==> config.mk <==
export PLATFORM = sky130hd
export DESIGN_NAME = pc_fetch_unit
export DESIGN_NICKNAME = d
export VERILOG_FILES = /design/src/rtl/pc_fetch_unit_pkg.sv /design/src/rtl/pc_fetch_unit.sv
export SDC_FILE = /design/constraint.sdc
export NUM_CORES = 1
export LEC_CHECK = 0
export ABC_AREA = 1
export BUFFER_PORTS_ARGS = -buffer_cell sky130_fd_sc_hd__buf_2
export CAP_MARGIN = 30
export CORE_UTILIZATION = 45
export CTS_CLUSTER_SIZE = 40
export DETAILED_ROUTE_END_ITERATION = 8
export PLACE_DENSITY_LB_ADDON = 0.08
export SLEW_MARGIN = 30
export SYNTH_ARGS = -nofsm -noshare
export SYNTH_HDL_FRONTEND = slang
export SYNTH_SLANG_ARGS = --single-unit
==> constraint.sdc <==
create_clock -name clk -period 1.6 [get_ports clk]
set_input_delay 0.08 -clock clk [delete_from_list [all_inputs] [get_ports clk]]
set_output_delay 0.08 -clock clk [all_outputs]
set_load 0.005 [all_outputs]
==> src/rtl/pc_fetch_unit_pkg.sv <==
// Shared definitions for the instruction fetch unit: FSM state encoding,
// reset PC default and PC alignment helper.
package pc_fetch_unit_pkg;

  typedef enum logic [1:0] {
    FS_FETCH = 2'd0,
    FS_WAIT  = 2'd1,
    FS_HOLD  = 2'd2,
    FS_DRAIN = 2'd3
  } fs_t;

  localparam logic [31:0] RESET_PC_DEF = 32'h0000_3000;

  // Redirect targets are forced to word alignment; misalignment is not flagged.
  function automatic logic [31:0] align_pc(input logic [31:0] a);
    return a & ~32'h0000_0003;
  endfunction

endpackage

==> src/rtl/pc_fetch_unit.sv <==
// Program counter owner and single-outstanding instruction fetcher with
// redirect handling, stale-response draining and a handoff counter.
module pc_fetch_unit
  import pc_fetch_unit_pkg::*;
#(
  parameter logic [31:0] RESET_PC = RESET_PC_DEF,
  parameter int unsigned CNT_W    = 32
) (
  input  logic             clk,
  input  logic             rst,
  input  logic             stall,
  input  logic             redirect_valid,
  input  logic [31:0]      redirect_pc,
  output logic             imem_req,
  output logic [31:0]      imem_addr,
  input  logic             imem_gnt,
  input  logic             imem_rvalid,
  input  logic [31:0]      imem_rdata,
  output logic             instr_valid,
  output logic [31:0]      instr,
  output logic [31:0]      instr_pc,
  input  logic             out_ready,
  output logic [CNT_W-1:0] fetch_cnt
);

  fs_t         state, state_nx;
  logic [31:0] pc;
  logic        granted;
  logic        capture;
  logic        accept;
  logic        release_hold;

  assign imem_addr = pc;
  assign granted   = imem_req & imem_gnt;

  always_ff @(posedge clk) begin
    if (rst) state <= FS_FETCH;
    else     state <= state_nx;
  end

  always_comb begin
    state_nx = state;
    unique case (state)
      FS_FETCH: if (granted) state_nx = redirect_valid ? FS_DRAIN : FS_WAIT;
      FS_WAIT: begin
        if (imem_rvalid)         state_nx = redirect_valid ? FS_FETCH : FS_HOLD;
        else if (redirect_valid) state_nx = FS_DRAIN;
      end
      FS_HOLD:  if (redirect_valid || (out_ready && !stall)) state_nx = FS_FETCH;
      // The drained response always ends DRAIN, even alongside a fresh redirect,
      // since no further response is outstanding.
      FS_DRAIN: if (imem_rvalid) state_nx = FS_FETCH;
      default:  state_nx = FS_FETCH;
    endcase
  end

  always_comb begin
    imem_req     = (state == FS_FETCH) && !stall && !rst;
    capture      = (state == FS_WAIT) && imem_rvalid && !redirect_valid;
    accept       = (state == FS_HOLD) && !redirect_valid && out_ready && !stall;
    release_hold = (state == FS_HOLD) && (redirect_valid || (out_ready && !stall));
  end

  always_ff @(posedge clk) begin
    if (rst) begin
      pc          <= RESET_PC;
      instr_valid <= 1'b0;
      instr       <= '0;
      instr_pc    <= '0;
      fetch_cnt   <= '0;
    end else begin
      if (redirect_valid) pc <= align_pc(redirect_pc);
      else if (capture)   pc <= pc + 32'd4;

      if (capture) begin
        instr       <= imem_rdata;
        instr_pc    <= pc;
        instr_valid <= 1'b1;
      end else if (release_hold) begin
        instr_valid <= 1'b0;
      end

      if (accept) fetch_cnt <= fetch_cnt + CNT_W'(1);
    end
  end

endmodule

==> results.json, run 1 <==
{
  "status": "completed",
  "max_clock_freq_ghz": 0.644,
  "initial_utilization_pct": 46.0,
  "report.final.setup_viol": 0,
  "fin_crit_ns": 1.55,
  "clkSinkCount": 127,
  "seq_area_frac_synth_pct": 41.9,
  "critPathKind": "flop to flop",
  "cts.path.max_buffers": 2,
  "yosys_warnings": 0,
  "syn_to_final_growth_pct": 46.0,
  "drtPass1Iterations": 4,
  "required_ns": 1.89,
  "synth-simple-area-share_pct": 34.9,
  "viasPerCell": 5.00,
  "die_height_um": 118,
  "syn-mean-instance-area_um2": 6.70,
  "synth-xor-area-share_pct": 0.721,
  "worstSetupStartpointType": "flop",
  "vias": 6909,
  "max-vdd-ir-drop_v": 0.000638,
  "clock_latency_ns": 0.42,
  "cp-end-kind": "flop",
  "rows": 42,
  "finalNonFillerCells": 1383,
  "antenna_found_initial": 0,
  "numPortBuffers": 194,
  "cts_tree": "yes",
  "grt_pass1_vias": 6385,
  "finalCritPeriodShare_pct": 97.0,
  "nets": 1268,
  "dieWidth_um": 118,
  "fillers": 1199,
  "cts_buffers": 17,
  "track_usage_pct": 27.8,
  "p_leak_nw": 4.02,
  "yosys.cell_types.count": 43,
  "ys_dominant_reg_cell": "dfxtp_1",
  "gp_congestion": 0.905,
  "yosysMostFrequentCell": "nor2_1",
  "grt_pass1_wl_um": 31100,
  "synth_cells": 906,
  "netlist.area_leader.share_pct": 41.9,
  "dp.cells": 1300,
  "drive_gt1_share_pct": 29.4,
  "synth_edf_count": 0,
  "critPathMaxFanout": 3,
  "grt_max_degree": 62,
  "coreArea_um2": 13200,
  "htreeDepth": 4,
  "fin_skew_ns": 0.0108,
  "maxSlewViolCount": 0,
  "utilization_pct": 67.2,
  "clk_pin_slew_ns": 0.06,
  "dieArea_um2": 14000,
  "synthTopCellsByArea": "dfxtp_1, nor2_1, nand2_1, o21ai_0, inv_1",
  "placed_area_um2": 7600,
  "synth.top_cells.by_count": "nor2_1, nand2_1, dfxtp_1",
  "drt_iter0_drc": 458,
  "hold_path_class": "input pin to flop",
  "drt-total-wl_um": 19400,
  "place_hpwl_um": 12600,
  "cap_violations": 0,
  "drc": 0,
  "finalHoldWorstSlack_ns": 0.0218,
  "ant_nets": 0,
  "ios": 201,
  "antenna_cells": 0,
  "synth_top_family_by_area": "simple AND/OR/NAND/NOR gates",
  "async_flop_share_pct": 0,
  "hold_viol_final": 0,
  "synth_compound_area_share_pct": 13.8,
  "fin_area_um2": 8860,
  "arrival_ns": 1.84,
  "synth_fa_ha_area_share_pct": 0.412,
  "grt_overflow": 0,
  "synth_area_leader_cell": "dfxtp_1",
  "ctsRootBufferMaster": "clkbuf_16",
  "rsz0062_at_grt": "true",
  "syn-cell-area_um2": 6070,
  "wl_per_cell_um": 14.0,
  "muxShareOfSynthArea_pct": 0,
  "p_per_area_nw_per_um2": 1000,
  "synth-seq-cells": 127,
  "finalPower_mw": 8.91
}
-- area by class of cell --
| cell class | count | area (um^2) | share of cell area, % |
|---|---|---|---|
| multi-input cells | 666 | 3200 | 36.1 |
| well taps | 176 | 220 | 2.48 |
| flip-flops and latches | 127 | 2560 | 28.9 |
| repair buffers | 307 | 2040 | 23.0 |
| inverters | 76 | 289 | 3.26 |
| clock buffers | 25 | 495 | 5.59 |
| clock inverters | 6 | 57.6 | 0.649 |
-- final timing paths --
check | start | cells after the start | slack, ns | endpoint
setup reg to reg | imem_addr[3] | 10 | 0.05 | imem_addr[24]
hold reg to reg | instr_pc[3] | 2 | 0.48 | instr_pc[3]
hold / removal | redirect_pc[18] | 7 | 0.02 | imem_addr[18]
setup / recovery | imem_addr[3] | 10 | 0.05 | imem_addr[24]
-- per-stage QoR --
stage / setup TNS, ns / setup slack (ns)
CTS: -0.0126 / -0.0126
detailed placement: -0.00647 / -0.00647
finish: 0 / 0.0474
global route: -0.156 / -0.0518
global placement: 0 / 0.0290
floorplan: 0 / 0.0964
-- cells in the final DEF, fill, tap and decap left out, types with 9 or more instances in the layout --
| cell | Yosys | routed |
|---|---|---|
| nor2_1 | 193 | 184 |
| buf_4 | 9 | 58 |
| o21ai_0 | 88 | 85 |
| nand4_1 | 9 | 9 |
| buf_2 | 9 | 194 |
| nand3_1 | 52 | 48 |
| inv_1 | 71 | 69 |
| dfxtp_2 | 0 | 10 |
| nand2_1 | 192 | 189 |
| dfxtp_1 | 127 | 115 |
| nor2_4 | 4 | 11 |
| dlygate4sd3_1 | 0 | 47 |
| nor2_2 | 12 | 14 |
| a21oi_1 | 50 | 50 |
| clkbuf_16 | 0 | 18 |
-- power breakdown --
part | switching [mW] | internal [mW]
registers | 0.169 | 3.43
clock network | 1.35 | 2.28
logic | 0.900 | 0.776
total | 2.42 | 6.48
-- worst max-delay path, stage by stage (launching register included) --
cell	delay, ns
dfxtp_4	0.37
ha_4	0.14
nand2_2	0.06
nor2_2	0.12
nand2_2	0.10
buf_4	0.15
nor3_2	0.14
buf_4	0.15
nand2_1	0.05
nand3_1	0.07
a21oi_1	0.07
-- what timing repair did --
action / 4_1_cts / 5_1_grt
pin swaps: 1 / 10
resized for setup: 2 / 54
setup endpoints to repair: 2 / 57
hold buffers: 47 / 0
cloned: 0 / 1
endpoints found under the hold margin: 47 / 0
setup buffers: 0 / 4
-- flip-flops by register name, indices dropped and copies added (netlist names) --
signal and flops:
instr_valid 1, fetch_cnt 32, instr_pc 30, imem_addr 30, state 2, instr 32
-- routing by layer --
layer  GRT usage [%]  vias up  wire (um)  part of all wire, %
met5               0        -          0                    0
met4            7.37        0        284                  1.5
met3            5.94       28       1180                  6.1
met2            45.3      252       8920                   46
met1            37.1     3138       9000                   46
li1                -     3491          -                    -
-- kinds of logic (layout without fill, tap and decap cells) --
logic type,Yosys count,in the layout
AO/OA/AOI/OAI,159,159
XOR/XNOR,5,5
adder cells (fa/ha/maj),2,2
buffers and inverters,116,414
flip-flops,127,127
other,1,4
AND/OR/NAND/NOR,496,496
No activity file was read; power rests on OpenSTA's default activity.
==> run 2, diff against run 1 <==
--- a/config.mk
+++ b/config.mk
@@ -8,7 +8,7 @@
 export ABC_AREA = 1
 export BUFFER_PORTS_ARGS = -buffer_cell sky130_fd_sc_hd__buf_2
 export CAP_MARGIN = 30
-export CORE_UTILIZATION = 45
+export CORE_UTILIZATION = 30
 export CTS_CLUSTER_SIZE = 40
 export DETAILED_ROUTE_END_ITERATION = 8
 export PLACE_DENSITY_LB_ADDON = 0.08
==> run 2 against run 1 <==
Maximum frequency rose by 3.2%; critical path depth rose by 1; utilization fell by 21 points; worst setup slack improved by 0.048 ns; critical path type unchanged; largest cell class unchanged; sequential power barely moved; non-clock buffer count rose by 14; largest power group unchanged; hold slack improved by 0.0061 ns; count of clock-buffer cells in the layout fell by 5; sequential cell count did not move.
==> results.json, run 2 (synthesis results as in run 1) <==
{
  "finalPower_mw": 9.18,
  "required_ns": 1.92,
  "nets": 1282,
  "final_cell_mix": "buf_2, nand2_1, nor2_1, dfxtp_1, o21ai_0",
  "hold_path_class": "input pin to flop",
  "dp.cells": 1401,
  "dieWidth_um": 144,
  "worstSetupStartpointType": "flop",
  "dieArea_um2": 20800,
  "track_usage_pct": 20.3,
  "maxSlewViolCount": 0,
  "cts.path.max_buffers": 2,
  "p_per_area_nw_per_um2": 1010,
  "cts_tree": "yes",
  "fin_crit_ns": 1.50,
  "drtPass1Iterations": 4,
  "fin_skew_ns": 0.00979,
  "ios": 201,
  "clkPwrFrac_pct": 42.6,
  "clkSinkCount": 127,
  "fillers": 2067,
  "critPathKind": "flop to flop",
  "initial_utilization_pct": 30.9,
  "seq_area_um2": 2560,
  "viasPerCell": 4.53,
  "cts_buffers": 17,
  "p_sw_mw": 2.60,
  "final_common_cell": "buf_2",
  "antenna_cells": 0,
  "arrival_ns": 1.83,
  "hold_viol_final": 0,
  "ant_nets": 0,
  "vias": 6739,
  "crit_start": "imem_addr[3]",
  "syn_to_final_growth_pct": 50.4,
  "gp_congestion": 0.844,
  "p_comb_share_pct": 18.4,
  "rows": 51,
  "grt_pass1_wl_um": 32500,
  "largestRegisters": "fetch_cnt (32), instr (32)",
  "p_leak_nw": 4.12,
  "clk_pin_slew_ns": 0.06,
  "clock_latency_ns": 0.42,
  "multi_input_area_um2": 3230,
  "seqPwrFrac_pct": 39.0,
  "rsz0062_at_grt": "true",
  "max-vdd-ir-drop_v": 0.000701,
  "drt_iter0_drc": 330,
  "wl_per_cell_um": 14.0,
  "grt_pass1_vias": 6389,
  "finalNonFillerCells": 1487,
  "drc": 0,
  "drt-total-wl_um": 20800,
  "numPortBuffers": 194,
  "antenna_found_initial": 1,
  "fin_area_um2": 9130,
  "die_height_um": 144,
  "place_hpwl_um": 14700,
  "grt_max_degree": 37,
  "critPathMaxFanout": 6,
  "htreeDepth": 4,
  "report.final.setup_viol": 0,
  "status": "completed",
  "coreArea_um2": 19700,
  "p_sw_share_pct": 28.4,
  "drive_gt1_share_pct": 30.7,
  "hold_start": "redirect_pc[18]",
  "max_clock_freq_ghz": 0.665,
  "finalCritPeriodShare_pct": 94.1,
  "cap_violations": 0,
  "grt_overflow": 0,
  "internal-power_mw": 6.58,
  "cp-end-kind": "flop",
  "placed_area_um2": 7810,
  "ctsRootBufferMaster": "clkbuf_16",
  "r2r-start": "imem_addr[3]"
}
==> run 2: changes by cell type in the layout (fill, tap and decap cells not counted), moves of 2 or more <==
cell,delta
nor3_2,-3
nand3_1,-2
clkbuf_8,-2
buf_4,+14
inv_6,+2
clkinv_2,-3
nand2_4,+2
nor3_1,+3
clkinvlp_4,+3
clkbuf_1,-3
clkinv_4,+2
==> run 2: stage by stage <==
| stage | TNS, ns | hold WS [ns] | setup WS, ns | utilization, % |
|---|---|---|---|---|
| 2_1_floorplan | 0 | 0.194 | 0.0964 | - |
| 3_3_place_gp | -0.0651 | 0.314 | -0.0538 | 39.7 |
| 3_5_place_dp | -0.188 | 0.316 | -0.0604 | 39.7 |
| 4_1_cts | 0 | 0.00515 | 0.0188 | 45.3 |
| 5_1_grt | -0.0223 | 0.0402 | -0.00957 | 46.5 |
| 6_report | 0 | 0.0279 | 0.0951 | 46.5 |
==> run 2: path summary, 6_finish.rpt <==
path	endpoint	cells after the start	slack, ns
worst min-delay path	imem_addr[18]	7	0.03
worst max-delay path	imem_addr[16]	11	0.1
worst min register to register	instr_pc[23]	2	0.46
worst max register to register	imem_addr[16]	11	0.1
==> run 2: per-layer routing <==
metal  track usage [%]  vias up  wire, um
li1                  -     3525         -
met1              27.1     3031     10200
met2              32.1      164      9050
met3              5.00       17      1320
met4              6.37        2       230
met5                 0        -        16
==> run 2: repair_timing <==
item / 4_1_cts / 5_1_grt
setup endpoints to repair: 7 / 38
setup buffers: 0 / 6
endpoints found under the hold margin: 48 / 0
pin swaps: 1 / 13
resized for setup: 5 / 55
hold buffers: 48 / 0
==> run 2: layout make-up <==
| type | count | area share (%) |
|---|---|---|
| multi-input combinational | 666 | 35.3 |
| sequential | 127 | 28.0 |
| timing repair buffer | 321 | 23.3 |
| clock buffer | 20 | 5.00 |
| tap | 265 | 3.63 |
| inverter | 76 | 3.18 |
| clock inverter | 12 | 1.48 |
==> run 2: power by group through the flow <==
stage | sequential (mW) | clock (mW) | combinational (mW)
floorplan | 3.66 | 0 | 0.792
global placement | 3.63 | 0 | 1.57
detailed placement | 3.63 | 0 | 1.56
CTS | 3.57 | 4.01 | 1.67
global route | 3.62 | 4.16 | 1.90
finish | 3.58 | 3.91 | 1.69
==> run 2: worst max-delay path, stage by stage, from the launching register on <==
cell and delay, ns:
dfxtp_2 0.37, ha_4 0.15, nand2_2 0.07, nor2_4 0.13, nand2_4 0.08, nor2_4 0.18
buf_4 0.14, nand3_1 0.05, nand3_1 0.07, nand3_1 0.07, nand2_1 0.06, inv_1 0.03
==> run 3, diff against run 2 <==
--- a/config.mk
+++ b/config.mk
@@ -8,6 +8,7 @@
 export ABC_AREA = 1
 export BUFFER_PORTS_ARGS = -buffer_cell sky130_fd_sc_hd__buf_2
 export CAP_MARGIN = 30
+export CORE_MARGIN = 5
 export CORE_UTILIZATION = 30
 export CTS_CLUSTER_SIZE = 40
 export DETAILED_ROUTE_END_ITERATION = 8
==> constraint.sdc (replaced) <==
create_clock -name clk -period 1.3 [get_ports clk]
set_input_delay 0.39 -clock clk [delete_from_list [all_inputs] [get_ports clk]]
set_output_delay 0.39 -clock clk [all_outputs]
set_load 0.005 [all_outputs]
==> run 3 against run 2 <==
The flow now finishes with violations (negative setup slack); total power grew 51%; sequential power is 25% higher; count of clock-buffer cells in the layout is 1 lower; hold slack better by 0.16 ns; critical path depth is 8 lower; routed wire length grew 31%; critical path type is now flop to output pin; sequential share of layout area shrank 6.8 points; sequential cell count stayed put.
==> results.json, run 3 (synthesis results as in run 1) <==
{
  "drc": 0,
  "track_usage_pct": 22.3,
  "antenna_found_initial": 1,
  "cts_tree": "yes",
  "wl_per_cell_um": 16.4,
  "coreArea_um2": 20100,
  "violations": "negative setup slack",
  "dp.cells": 1511,
  "dieArea_um2": 23200,
  "cap_violations": 0,
  "crit_family": "flip-flops",
  "viasPerCell": 4.71,
  "numPortBuffers": 194,
  "die_height_um": 152,
  "use_met3_pct": 5.91,
  "largestRegisters": "fetch_cnt (32), instr (32)",
  "drt-total-wl_um": 27200,
  "ios": 201,
  "use_met1_pct": 29.5,
  "cts.path.max_buffers": 2,
  "hold_path_class": "input pin to flop",
  "maxSlewViolCount": 0,
  "finalWorstSetupSlack_ns": -0.348,
  "status": "complete, but fails checks",
  "critical-path-max-stage-delay_ns": 0.33,
  "use_met2_pct": 35.8,
  "fin_skew_ns": 0.0117,
  "drive_gt1_share_pct": 65.2,
  "grt_pass1_wl_um": 41500,
  "grt_overflow": 0,
  "rows": 52,
  "clock_latency_ns": 0.43,
  "dieWidth_um": 152,
  "final_cell_mix": "buf_4, buf_6, nand2_1, buf_2, nor2_1",
  "syn_to_final_growth_pct": 114,
  "htreeDepth": 4,
  "grt_pass1_vias": 7604,
  "grt_max_degree": 32,
  "required_ns": 0.91,
  "nets": 1449,
  "rsz0062_at_grt": "true",
  "cts_buffers": 17,
  "drtPass1Iterations": 4,
  "drt_iter0_drc": 361,
  "worstSetupStartpointType": "flop",
  "gp_congestion": 0.813,
  "cp-end-kind": "output pin",
  "vias": 7808,
  "final_common_cell": "buf_4",
  "antenna_cells": 0,
  "critPathMaxFanout": 3,
  "arrival_ns": 1.26,
  "busiest_layer": "met2",
  "ant_nets": 0,
  "postCtsHoldBufs": 0,
  "critPathKind": "flop to output pin",
  "fin_crit_ns": 1.65,
  "critPathSlowestCell": "dfxtp_2",
  "initial_utilization_pct": 30.2,
  "crit_chain": "buf_6, nor4_4, buf_2",
  "utilization_pct": 64.6,
  "clkSinkCount": 127,
  "finalCritPeriodShare_pct": 127,
  "report.final.setup_viol": 171,
  "clk_pin_slew_ns": 0.06,
  "p_per_area_nw_per_um2": 1070,
  "ctsRootBufferMaster": "clkbuf_16",
  "max_clock_freq_ghz": 0.607,
  "max-vdd-ir-drop_v": 0.000920,
  "place_hpwl_um": 16700,
  "hold_viol_final": 0,
  "finalNonFillerCells": 1658,
  "p_leak_nw": 5.72,
  "finalSetupTns_ns": -29.14,
  "cp_num_buf_inv": 2
}
## run 3: repair_timing
action,in CTS,in global routing
gates resized for setup,450,296
endpoints found under the hold margin,0,0
gates cloned,17,0
endpoints found under the setup margin,168,219
pin swaps,82,118
setup buffers,78,49
## run 3: per-layer routing
metal  routed length [um]  vias up
met3                 1330       41
met1                12300     3665
met5                   13        -
li1                     -     3898
met2                13000      202
met4                  630        2
## run 3: report_power, final
part | switching (mW) | total, mW | internal, mW
Combinational | 1.93 | 4.18 | 2.25
Clock | 1.96 | 5.21 | 3.24
Sequential | 0.262 | 4.49 | 4.23
## run 3: worst register-to-register path: cells and delay by family (launching register included)
| family | cells | cell delay (ns) |
|---|---|---|
| buffers and inverters | 7 | 0.84 |
| AND/OR/NAND/NOR | 4 | 0.34 |
| flip-flops | 1 | 0.33 |
## run 3: layout make-up
cell class,instances,area (um^2)
clock buffers,19,475
flip-flops and latches,127,2750
repair buffers,486,4540
fillers,1679,7120
inverters,76,362
well taps,270,338
repair inverters,1,8.76
multi-input cells,667,4350
clock inverters,12,155
## run 3: path summary, 6_finish.rpt
| path | from | end | slack [ns] | depth (start not counted) |
|---|---|---|---|---|
| min reg2reg | instr_pc[3] | instr_pc[3] | 0.46 | 2 |
| min | imem_rdata[21] | instr[21] | 0.19 | 3 |
| max reg2reg | state[1] | instr[17] | -0.29 | 11 |
| max | state[1] | imem_req | -0.35 | 3 |
## run 3: per-stage QoR
stage                     worst slack [ns]  instance area (um^2)  total power [mW]  hold slack, ns
after global routing                -0.404                 13000              14.4           0.206
final                               -0.348                 13000              13.9           0.192
after detailed placement            -0.358                  8810              6.73           0.462
after CTS                           -0.366                 12000              13.4           0.194
after floorplan                    -0.0814                  6230              5.56           0.462
after global placement              -0.317                  8810              6.73           0.456
